$ cat src/rtl/leaf_out_arbiter_if.sv
// Bus bundle for the leaf output arbiter: user output streams, runtime routing
// config, credit returns and the registered BFT output link.
interface leaf_out_arbiter_if #(
  parameter int PACKET_BITS   = 49,
  parameter int PAYLOAD_BITS  = 32,
  parameter int NUM_LEAF_BITS = 5,
  parameter int NUM_PORT_BITS = 4,
  parameter int NUM_OUT_PORTS = 4
);
  localparam int SEL_BITS = (NUM_OUT_PORTS > 1) ? $clog2(NUM_OUT_PORTS) : 1;

  logic [NUM_OUT_PORTS*PAYLOAD_BITS-1:0] din_leaf_user2arb;
  logic [NUM_OUT_PORTS-1:0]              vld_user2arb;
  logic [NUM_OUT_PORTS-1:0]              ack_arb2user;
  logic                                  cfg_we;
  logic [SEL_BITS-1:0]                   cfg_port;
  logic [NUM_LEAF_BITS-1:0]              cfg_dest_leaf;
  logic [NUM_PORT_BITS-1:0]              cfg_dest_port;
  logic                                  cfg_en;
  logic                                  credit_vld;
  logic [SEL_BITS-1:0]                   credit_port;
  logic                                  stall;
  logic [PACKET_BITS-1:0]                dout_leaf_arb2bft;
  logic                                  credit_err;

  modport master (
    output din_leaf_user2arb, vld_user2arb, cfg_we, cfg_port, cfg_dest_leaf,
           cfg_dest_port, cfg_en, credit_vld, credit_port, stall,
    input  ack_arb2user, dout_leaf_arb2bft, credit_err
  );

  modport slave (
    input  din_leaf_user2arb, vld_user2arb, cfg_we, cfg_port, cfg_dest_leaf,
           cfg_dest_port, cfg_en, credit_vld, credit_port, stall,
    output ack_arb2user, dout_leaf_arb2bft, credit_err
  );
endinterface

$ cat src/rtl/leaf_out_arbiter.sv
// Round-robin arbiter sharing one leaf-to-BFT link among user output streams,
// packetising words with per-stream routing, address counters and credits.
module leaf_out_arbiter #(
  parameter int PACKET_BITS           = 49,
  parameter int PAYLOAD_BITS          = 32,
  parameter int NUM_LEAF_BITS         = 5,
  parameter int NUM_PORT_BITS         = 4,
  parameter int NUM_ADDR_BITS         = 7,
  parameter int NUM_OUT_PORTS         = 4,
  parameter int CREDIT_INIT           = 128,
  parameter int FREESPACE_UPDATE_SIZE = 64
) (
  input logic              clk,
  input logic              reset,
  leaf_out_arbiter_if.slave bus
);
  localparam int SEL_BITS = (NUM_OUT_PORTS > 1) ? $clog2(NUM_OUT_PORTS) : 1;
  localparam int CW       = NUM_ADDR_BITS + 1;

  logic [SEL_BITS-1:0]      ptr_q, ptr_d;
  logic [PACKET_BITS-1:0]   dout_q, dout_d;
  logic                     err_q;
  logic [NUM_OUT_PORTS-1:0] en_all, eligible, grant, overflow;
  logic [NUM_LEAF_BITS-1:0] leaf_all [NUM_OUT_PORTS];
  logic [NUM_PORT_BITS-1:0] port_all [NUM_OUT_PORTS];
  logic [NUM_ADDR_BITS-1:0] addr_all [NUM_OUT_PORTS];
  logic                     gvld;
  logic [SEL_BITS-1:0]      gidx, cand;
  logic [PAYLOAD_BITS-1:0]  sel_word;
  logic [NUM_LEAF_BITS-1:0] sel_leaf;
  logic [NUM_PORT_BITS-1:0] sel_port;
  logic [NUM_ADDR_BITS-1:0] sel_addr;

  for (genvar gi = 0; gi < NUM_OUT_PORTS; gi++) begin : g_stream
    logic                     en_q;
    logic [NUM_LEAF_BITS-1:0] leaf_q;
    logic [NUM_PORT_BITS-1:0] port_q;
    logic [NUM_ADDR_BITS-1:0] addr_q;
    logic [CW-1:0]            credit_q;
    logic                     cfg_hit, ret_hit;
    logic [CW:0]              credit_sum;

    assign cfg_hit = bus.cfg_we && (bus.cfg_port == SEL_BITS'(gi));
    // A credit return that collides with a config write is discarded.
    assign ret_hit = bus.credit_vld && (bus.credit_port == SEL_BITS'(gi)) && !cfg_hit;
    assign eligible[gi] = bus.vld_user2arb[gi] && en_q && (credit_q != '0) && !cfg_hit;
    assign credit_sum = {1'b0, credit_q} - (CW+1)'(grant[gi])
                      + (ret_hit ? (CW+1)'(FREESPACE_UPDATE_SIZE) : '0);
    assign overflow[gi] = credit_sum > (CW+1)'(CREDIT_INIT);

    assign en_all[gi]   = en_q;
    assign leaf_all[gi] = leaf_q;
    assign port_all[gi] = port_q;
    assign addr_all[gi] = addr_q;

    always_ff @(posedge clk) begin
      if (reset) begin
        en_q     <= 1'b0;
        leaf_q   <= '0;
        port_q   <= '0;
        addr_q   <= '0;
        credit_q <= CW'(CREDIT_INIT);
      end else if (cfg_hit) begin
        en_q     <= bus.cfg_en;
        leaf_q   <= bus.cfg_dest_leaf;
        port_q   <= bus.cfg_dest_port;
        addr_q   <= '0;
        credit_q <= CW'(CREDIT_INIT);
      end else begin
        credit_q <= overflow[gi] ? CW'(CREDIT_INIT) : credit_sum[CW-1:0];
        if (grant[gi]) addr_q <= addr_q + 1'b1;
      end
    end
  end

  // Search from the pointer; reset and stall both suppress the grant.
  always_comb begin
    gvld = 1'b0;
    gidx = ptr_q;
    cand = ptr_q;
    for (int k = 0; k < NUM_OUT_PORTS; k++) begin
      cand = SEL_BITS'((int'(ptr_q) + k) % NUM_OUT_PORTS);
      if (!gvld && !reset && !bus.stall && eligible[cand]) begin
        gvld = 1'b1;
        gidx = cand;
      end
    end
    grant = '0;
    if (gvld) grant[gidx] = 1'b1;
    ptr_d = gvld ? SEL_BITS'((int'(gidx) + 1) % NUM_OUT_PORTS) : ptr_q;
  end

  always_comb begin
    sel_word = '0;
    sel_leaf = '0;
    sel_port = '0;
    sel_addr = '0;
    for (int k = 0; k < NUM_OUT_PORTS; k++) begin
      if (grant[k]) begin
        sel_word = bus.din_leaf_user2arb[k*PAYLOAD_BITS +: PAYLOAD_BITS];
        sel_leaf = leaf_all[k];
        sel_port = port_all[k];
        sel_addr = addr_all[k];
      end
    end
    if (bus.stall)   dout_d = dout_q;
    else if (gvld)   dout_d = {1'b1, sel_leaf, sel_port, sel_addr, sel_word};
    else             dout_d = '0;
  end

  always_ff @(posedge clk) begin
    if (reset) begin
      ptr_q  <= '0;
      dout_q <= '0;
      err_q  <= 1'b0;
    end else begin
      ptr_q  <= ptr_d;
      dout_q <= dout_d;
      err_q  <= err_q | (|overflow);
    end
  end

  assign bus.ack_arb2user      = grant;
  assign bus.dout_leaf_arb2bft = dout_q;
  assign bus.credit_err        = err_q;
endmodule

$ cat src/flat_wrapper.sv
// flat-port wrapper written by rule: the top's interface ports become plain ports
module leaf_out_arbiter_flat 
#(
  parameter int PACKET_BITS           = 49,
  parameter int PAYLOAD_BITS          = 32,
  parameter int NUM_LEAF_BITS         = 5,
  parameter int NUM_PORT_BITS         = 4,
  parameter int NUM_ADDR_BITS         = 7,
  parameter int NUM_OUT_PORTS         = 4,
  parameter int CREDIT_INIT           = 128,
  parameter int FREESPACE_UPDATE_SIZE = 64
)
  (clk, reset, bus_din_leaf_user2arb, bus_vld_user2arb, bus_cfg_we, bus_cfg_port, bus_cfg_dest_leaf, bus_cfg_dest_port, bus_cfg_en, bus_credit_vld, bus_credit_port, bus_stall, bus_ack_arb2user, bus_dout_leaf_arb2bft, bus_credit_err);
  leaf_out_arbiter_if #(.PACKET_BITS(PACKET_BITS), .PAYLOAD_BITS(PAYLOAD_BITS), .NUM_LEAF_BITS(NUM_LEAF_BITS), .NUM_PORT_BITS(NUM_PORT_BITS), .NUM_OUT_PORTS(NUM_OUT_PORTS)) bus_i ();
  input logic clk;
  input logic reset;
  input wire logic [$bits(bus_i.din_leaf_user2arb)-1:0] bus_din_leaf_user2arb;
  input wire logic [$bits(bus_i.vld_user2arb)-1:0] bus_vld_user2arb;
  input wire logic [$bits(bus_i.cfg_we)-1:0] bus_cfg_we;
  input wire logic [$bits(bus_i.cfg_port)-1:0] bus_cfg_port;
  input wire logic [$bits(bus_i.cfg_dest_leaf)-1:0] bus_cfg_dest_leaf;
  input wire logic [$bits(bus_i.cfg_dest_port)-1:0] bus_cfg_dest_port;
  input wire logic [$bits(bus_i.cfg_en)-1:0] bus_cfg_en;
  input wire logic [$bits(bus_i.credit_vld)-1:0] bus_credit_vld;
  input wire logic [$bits(bus_i.credit_port)-1:0] bus_credit_port;
  input wire logic [$bits(bus_i.stall)-1:0] bus_stall;
  output wire logic [$bits(bus_i.ack_arb2user)-1:0] bus_ack_arb2user;
  output wire logic [$bits(bus_i.dout_leaf_arb2bft)-1:0] bus_dout_leaf_arb2bft;
  output wire logic [$bits(bus_i.credit_err)-1:0] bus_credit_err;
  assign bus_i.din_leaf_user2arb = bus_din_leaf_user2arb;
  assign bus_i.vld_user2arb = bus_vld_user2arb;
  assign bus_i.cfg_we = bus_cfg_we;
  assign bus_i.cfg_port = bus_cfg_port;
  assign bus_i.cfg_dest_leaf = bus_cfg_dest_leaf;
  assign bus_i.cfg_dest_port = bus_cfg_dest_port;
  assign bus_i.cfg_en = bus_cfg_en;
  assign bus_i.credit_vld = bus_credit_vld;
  assign bus_i.credit_port = bus_credit_port;
  assign bus_i.stall = bus_stall;
  assign bus_ack_arb2user = bus_i.ack_arb2user;
  assign bus_dout_leaf_arb2bft = bus_i.dout_leaf_arb2bft;
  assign bus_credit_err = bus_i.credit_err;
  leaf_out_arbiter #(.PACKET_BITS(PACKET_BITS), .PAYLOAD_BITS(PAYLOAD_BITS), .NUM_LEAF_BITS(NUM_LEAF_BITS), .NUM_PORT_BITS(NUM_PORT_BITS), .NUM_ADDR_BITS(NUM_ADDR_BITS), .NUM_OUT_PORTS(NUM_OUT_PORTS), .CREDIT_INIT(CREDIT_INIT), .FREESPACE_UPDATE_SIZE(FREESPACE_UPDATE_SIZE)) u_core (.clk(clk), .reset(reset), .bus(bus_i));
endmodule
$ cat config.mk
export PLATFORM = sky130hd
export DESIGN_NAME = leaf_out_arbiter_flat
export DESIGN_NICKNAME = d
export VERILOG_FILES = /design/src/rtl/leaf_out_arbiter_if.sv /design/src/rtl/leaf_out_arbiter.sv /design/src/flat_wrapper.sv
export SDC_FILE = /design/constraint.sdc
export NUM_CORES = 1
export LEC_CHECK = 0
export BUFFER_PORTS_ARGS = -buffer_cell sky130_fd_sc_hd__buf_2
export CORE_MARGIN = 5
export CORE_UTILIZATION = 40
export CTS_BUF_LIST = sky130_fd_sc_hd__clkbuf_8
export CTS_CLUSTER_DIAMETER = 50
export CTS_CLUSTER_SIZE = 28
export DETAILED_ROUTE_END_ITERATION = 10
export MAX_ROUTING_LAYER = met4
export PLACE_DENSITY = 0.74
export SLEW_MARGIN = 20
export SYNTH_ARGS = -nofsm -noshare
export SYNTH_HDL_FRONTEND = slang
export SYNTH_SLANG_ARGS = --single-unit
$ cat constraint.sdc
create_clock -name clk -period 6.9 [get_ports clk]
set_input_delay 0.69 -clock clk [delete_from_list [all_inputs] [get_ports clk]]
set_output_delay 0.69 -clock clk [all_outputs]
set_load 0.005 [all_outputs]
# After elaboration in Yosys (flattened, before gate mapping)
# Index checks and enable logic that the tools add are counted.
[word_totals]
register_bits = 152
latchBits = 0
ram_bits = 0
rom_bits = 0
out_inout_bits = 54
word_cells = 155
memories = 0
[op_classes]
add_sub_neg = 16
multipliers = 0
div = 0
n_lt_le_gt_ge = 10
eq_ne = 6
n_shift = 0
mux = 39
bitwise_logic = 1
reduce_logical = 60
[ops]
columns = ["operator", "n"]
rows = [
  ["32-bit 2-to-1 mux", 4],
  ["7-bit 2-to-1 mux", 8],
  ["49-bit 2-to-1 mux", 1],
  ["9-bit adder", 4],
  ["9-bit by 8-bit greater-than comparator with 1-bit output, second input constant", 4],
  ["1-bit logical AND", 36],
  ["8-bit by 1-bit subtractor with 9-bit output", 4],
  ["8-bit nonzero test", 4],
  ["7-bit by 1-bit adder with 7-bit output, second input constant", 4],
  ["4-bit 2-to-1 mux", 5],
  ["5-bit 2-to-1 mux", 4],
  ["2-bit by 3-bit less-than comparator with 1-bit output, second input constant", 5],
  ["3-bit OR reduction", 4],
  ["1-bit zero test", 9],
  ["1-bit 2-to-1 mux", 9],
  ["1-bit binary-select mux with 2-bit select", 4],
  ["2-bit equality test, second input constant", 4],
  ["2-bit OR reduction", 4],
  ["2-bit 2-to-1 mux", 3],
  ["2-bit by 1-bit adder with 2-bit output, second input constant", 2],
  ["2-bit adder, second input constant", 2],
  ["2-bit by 1-bit equality test with 1-bit output, second input constant", 2],
  ["2-bit zero test", 2],
  ["4-bit OR reduction", 1],
  ["3 further kinds", 3],
]

# Depth between registers and ports, before layout
[logic_depth]
word_depth = 33
mapped_depth = 26
mapped_depth_nobuf = 23

# Worst setup path before layout
# Ideal clock, no wire load.
[synth_path]
path_type = "in2reg"
start = "input bus_cfg_port[1]"
end = "register u_core.g_stream[1].credit_q[0]"
arrival_time_ps = 5211
t_required_ps = 6836
setup_slack_ps = 1625
path_stages = 22
cell_sequence = "and3b_1 a211o_1 mux4_2 o41ai_2 xnor2_1 ha_1 clkbuf_1 clkbuf_1 buf_1 nand2_1 inv_1 ha_1 inv_1 ha_1 fa_1 nand2b_1 a22oi_1 a221oi_1 xor2_1 o21ai_1 or2_2 nor2_1"
[synth_between]
elab_chain_cells = 32
word_cells_on_any_way = 56
[synth_lines]
columns = ["element", "line", "text"]
rows = [
  ["start: declaration", "flat_wrapper.sv:20", "input wire logic [$bits(bus_i.cfg_port)-1:0] bus_cfg_port;"],
  ["2-bit by 1-bit equality test with 1-bit output (tied with other cells)", "leaf_out_arbiter.sv:43", "assign cfg_hit = bus.cfg_we && (bus.cfg_port == SEL_BITS'(gi));"],
  ["1-bit logical AND", "leaf_out_arbiter.sv:43", ""],
  ["1-bit zero test", "leaf_out_arbiter.sv:46", "assign eligible[gi] = bus.vld_user2arb[gi] && en_q && (credit_q != '0) && !cfg_hit;"],
  ["1-bit logical AND", "leaf_out_arbiter.sv:46", ""],
  ["1-bit binary-select mux with 2-bit select", "leaf_out_arbiter.sv:83", "if (!gvld && !reset && !bus.stall && eligible[cand]) begin"],
  ["1-bit 2-to-1 mux (not written as such)", "leaf_out_arbiter.sv:83", ""],
  ["1-bit logical AND", "leaf_out_arbiter.sv:83", ""],
  ["1-bit 2-to-1 mux", "leaf_out_arbiter.sv:83", ""],
  ["[17 not listed]", "n/a", ""],
  ["1-bit 2-to-1 mux (not written as such)", "leaf_out_arbiter.sv:89", "if (gvld) grant[gidx] = 1'b1;"],
  ["1-bit demux with 2-bit select", "n/a", ""],
  ["4-bit 2-to-1 mux (*)", "leaf_out_arbiter.sv:89", ""],
  ["named net bus_ack_arb2user[1]", "flat_wrapper.sv:27", "output wire logic [$bits(bus_i.ack_arb2user)-1:0] bus_ack_arb2user;"],
  ["8-bit by 1-bit subtractor with 9-bit output (*)", "leaf_out_arbiter.sv:47", "assign credit_sum = {1'b0, credit_q} - (CW+1)'(grant[gi])"],
  ["9-bit adder (*)", "leaf_out_arbiter.sv:48", "+ (ret_hit ? (CW+1)'(FREESPACE_UPDATE_SIZE) : '0);"],
  ["9-bit by 8-bit greater-than comparator with 1-bit output", "leaf_out_arbiter.sv:49", "assign overflow[gi] = credit_sum > (CW+1)'(CREDIT_INIT);"],
  ["3-bit OR reduction (no line)", "n/a", ""],
  ["end signal: assignment", "leaf_out_arbiter.sv:62", "credit_q <= CW'(CREDIT_INIT);"],
  ["end signal: assignment", "leaf_out_arbiter.sv:68", "credit_q <= CW'(CREDIT_INIT);"],
  ["end signal: assignment", "leaf_out_arbiter.sv:70", "credit_q <= overflow[gi] ? CW'(CREDIT_INIT) : credit_sum[CW-1:0];"],
  ["end: declaration", "leaf_out_arbiter.sv:39", "logic [CW-1:0] credit_q;"],
]
# The timed path passes the listed nets; every way through them passes the cells marked *. The select of a mux whose other input is x is not followed.
# A chain may end at the register's enable or synchronous reset.

# Final worst setup path
[layout_path]
start = "register u_core.g_stream[0].credit_q[2]"
end = "register u_core.g_stream[0].credit_q[6]"
[layout_between]
elab_chain_cells = 31
word_cells_on_any_way = 41
[layout_lines]
columns = ["element", "line"]
rows = [
  ["start: declaration", "leaf_out_arbiter.sv:39"],
  ["start signal: assignment", "leaf_out_arbiter.sv:62"],
  ["start signal: assignment", "leaf_out_arbiter.sv:68"],
  ["start signal: assignment", "leaf_out_arbiter.sv:70"],
  ["8-bit nonzero test", "leaf_out_arbiter.sv:46"],
  ["1-bit logical AND (2 in series)", "leaf_out_arbiter.sv:46"],
  ["1-bit binary-select mux with 2-bit select", "leaf_out_arbiter.sv:83"],
  ["1-bit 2-to-1 mux (not written as such)", "leaf_out_arbiter.sv:83"],
  ["1-bit logical AND", "leaf_out_arbiter.sv:83"],
  ["1-bit 2-to-1 mux", "leaf_out_arbiter.sv:83"],
  ["1-bit zero test", "leaf_out_arbiter.sv:83"],
  ["1-bit logical AND (3 in series)", "leaf_out_arbiter.sv:83"],
  ["[12 not listed]", "n/a"],
  ["1-bit logical AND (not written as such)", "leaf_out_arbiter.sv:89"],
  ["1-bit 2-to-1 mux (not written as such)", "leaf_out_arbiter.sv:89"],
  ["1-bit demux with 2-bit select", "n/a"],
  ["4-bit 2-to-1 mux", "leaf_out_arbiter.sv:89"],
  ["8-bit by 1-bit subtractor with 9-bit output (*)", "leaf_out_arbiter.sv:47"],
  ["9-bit adder (*)", "leaf_out_arbiter.sv:48"],
  ["9-bit by 8-bit greater-than comparator with 1-bit output", "leaf_out_arbiter.sv:49"],
  ["3-bit OR reduction (no line)", "n/a"],
]
# Mark *: on every way between the ends. The rest lies on a longest branch, timed or not. The select of a mux whose other input is x is not followed.

==> flow_summary.json <==
{
  "cts_tree": "yes",
  "area_delta_synth_final_pct": 18.9,
  "place_hpwl_um": 18300,
  "status": "finished clean",
  "regArea_um2": 3040,
  "post_cts_buffers": 0,
  "power-per-cell-area_nw_per_um2": 220,
  "worst_pin_slew_ns": 0.940,
  "insertedDiodeCount": 0,
  "synth-seq-cells": 152,
  "synth_area_leaders": "dfxtp_1, a21oi_1, ha_1, nand2_1, nor2_1",
  "synth_edf_count": 0,
  "grt.busiest_layer": "met2",
  "core_area_um2": 21100,
  "met2_usage_pct": 33.4,
  "worstSetupStartpointType": "flip-flop",
  "relSlewSlack_pct": 37.4,
  "worst_ep_required_time_ns": 7.29,
  "synth_area_um2": 8590,
  "syn-num-nets": 1343,
  "die_w_um": 157,
  "grt-ovfl-total": 0,
  "synth.yosys.seq_area_share_pct": 35.4,
  "period_minus_slack_ns": 5.49,
  "hold_viol": 0,
  "synthCells": 1136,
  "hold_path_class": "reg -> reg",
  "fin_skew_ns": 0.0185,
  "synthArstFlopShare_pct": 0,
  "drc": 0,
  "clockBufferDepth": 2,
  "maxCapViolations": 0,
  "grt_use_met3_pct": 4.23,
  "cp_max_fo": 6,
  "critPathKind": "reg -> reg",
  "wl_per_cell_um": 15.3,
  "slew_viol_final": 0,
  "max_freq_mhz": 182,
  "antenna_found_initial": 0,
  "cts_sinks": 152,
  "cts_hold_buf": 0,
  "rrSetupSlack_ns": 1.41,
  "fillers": 2133,
  "multi_input_area_um2": 5100,
  "htreeDepth": 4,
  "cp-end-kind": "flip-flop",
  "vias": 8315,
  "nets": 1509,
  "synth_largest_area_cell": "dfxtp_1",
  "grt_start_max_net_pins": 99,
  "cts-root-buf": "clkbuf_8",
  "rows": 53,
  "fin_crit_sh_pct": 79.5,
  "gp_congestion": 0.875,
  "setup_viol": 0,
  "rsz0062_at_grt": "false",
  "cts_made_buffers": 17,
  "yosysUniqueCellTypes": 63,
  "critPathArrivalTime_ns": 5.87,
  "first_pass_iters": 5,
  "worstSkewPairLatency_ns": 0.46,
  "via_per_inst": 5.23,
  "die_h_um": 157,
  "grt_pass1_wl_um": 38000,
  "grt_usage_pct": 19.5,
  "initial_core_util_pct": 40.7,
  "fin_setup_tns_ns": 0,
  "ioPinCount": 205,
  "final_antenna_net_count": 0,
  "first_global_vias": 7753,
  "cts_resized": 0,
  "drive_gt1_share_pct": 20.6,
  "p_leak_nw": 4.49,
  "p_total_mw": 2.24,
  "yosysWarningCount": 0,
  "peakVddDrop_v": 0.000139,
  "dieArea_um2": 24500,
  "yosysMostFrequentCell": "nand2_1",
  "synth.avg_cell_area_um2": 7.56,
  "yosysTopAreaCellShare_pct": 35.4,
  "path_clk_slew_ns": 0.09,
  "synth-main-ff-cell": "dfxtp_1",
  "port_buffers": 204,
  "drt_iter0_markers": 611,
  "synthTopCellsByCount": "nand2_1, nor2_1, dfxtp_1, a21oi_1, inv_1",
  "wl_um": 24200,
  "grt_use_met1_pct": 23.3
}
-- stage by stage --
| step | util (%) | setup slack [ns] | instances | cell area, um2 | hold WS (ns) |
|---|---|---|---|---|---|
| floorplan | - | 1.63 | 1136 | 8590 | 0.437 |
| global placement | 46.5 | 1.51 | 1558 | 9800 | 0.432 |
| detailed placement | 46.5 | 1.22 | 1558 | 9800 | 0.443 |
| CTS | 48.4 | 1.38 | 1590 | 10200 | 0.459 |
| global route | 48.4 | 0.863 | 1590 | 10200 | 0.475 |
| finish | 48.4 | 1.41 | 1590 | 10200 | 0.456 |
-- cell usage in the layout (no fill, tap or decap), types with 5 or more instances in the layout --
cell type,count
a211o_1,5
a21oi_1,151
a221oi_1,6
a22o_1,14
a22oi_1,36
a31oi_1,7
and2_1,10
and3_1,11
buf_2,204
buf_4,10
clkbuf_8,18
dfxtp_1,152
ha_1,49
inv_1,59
nand2_1,173
nand2b_1,15
nand3_1,17
nand4_1,12
nor2_1,161
nor2b_1,8
nor3b_1,5
nor4_1,5
o21ai_0,53
xnor2_1,17
xor2_1,28
-- critical path, stage by stage, from the launching register on --
cell and delay, ns:
dfxtp_1 0.32, inv_1 0.11, ha_1 0.16, nor4bb_1 0.72
a211oi_2 0.25, nor4_1 0.32, a31oi_1 0.10, a2bb2oi_2 0.20
o41ai_2 0.43, xnor2_1 0.20, ha_1 0.20, nand2_1 0.10
inv_1 0.12, ha_1 0.15, inv_1 0.04, ha_1 0.20
fa_1 0.41, nand2b_1 0.09, a22oi_1 0.09, a221oi_1 0.31
xor2_1 0.23, o21a_1 0.20, nor2b_1 0.33, and2_1 0.18
-- report_power, final --
part | switching, mW | total (mW) | internal [mW]
sequential | 0.0243 | 0.933 | 0.908
combinational | 0.346 | 0.601 | 0.255
clock | 0.368 | 0.708 | 0.340
total | 0.738 | 2.24 | 1.50
-- registers in the layout, summed over array words and instances (netlist names) --
| signal | count |
|---|---|
| u_core.bus.credit_err | 1 |
| u_core.bus.dout_leaf_arb2bft | 49 |
| u_core.g_stream.addr_q | 28 |
| u_core.g_stream.credit_q | 32 |
| u_core.g_stream.en_q | 4 |
| u_core.g_stream.leaf_q | 20 |
| u_core.g_stream.port_q | 16 |
| u_core.ptr_q | 2 |
-- area by class of cell --
type	count	share of cell area (%)
clock buffer	18	2.43
clock inverter	14	1.62
sequential	152	29.8
multi-input combinational	859	49.9
tap	275	3.37
inverter	58	2.13
timing repair buffer	214	10.7
-- final timing paths --
path,end,cells past startpoint,startpoint
max,u_core.g_stream[0].credit_q[6],23,u_core.g_stream[0].credit_q[2]
min,u_core.bus.dout_leaf_arb2bft[19],2,u_core.bus.dout_leaf_arb2bft[19]
max reg2reg,u_core.g_stream[0].credit_q[6],23,u_core.g_stream[0].credit_q[2]
min reg2reg,u_core.bus.dout_leaf_arb2bft[19],2,u_core.bus.dout_leaf_arb2bft[19]
-- routing by layer --
metal	vias to the layer above	wire length, um
li1	4227	-
met1	3825	10500
met2	240	11700
met3	23	1690
met4	0	381
met5	-	0
-- logic make-up (layout without fill, tap and decap cells) --
kind of cell               count (synthesis)  count (layout)  share of synthesized area (%)
DFF                                      152             152                           35.4
adders and majority gates                 56              56                           8.51
and+or+nand+nor                          450             450                           23.5
AOI/OAI and AO/OA                        304             304                           21.7
buffers and inverters                    125             304                           5.52
muxes                                      4               4                          0.772
xor gates and xnor gates                  45              45                           4.59
No activity file was read; power rests on OpenSTA's default activity.
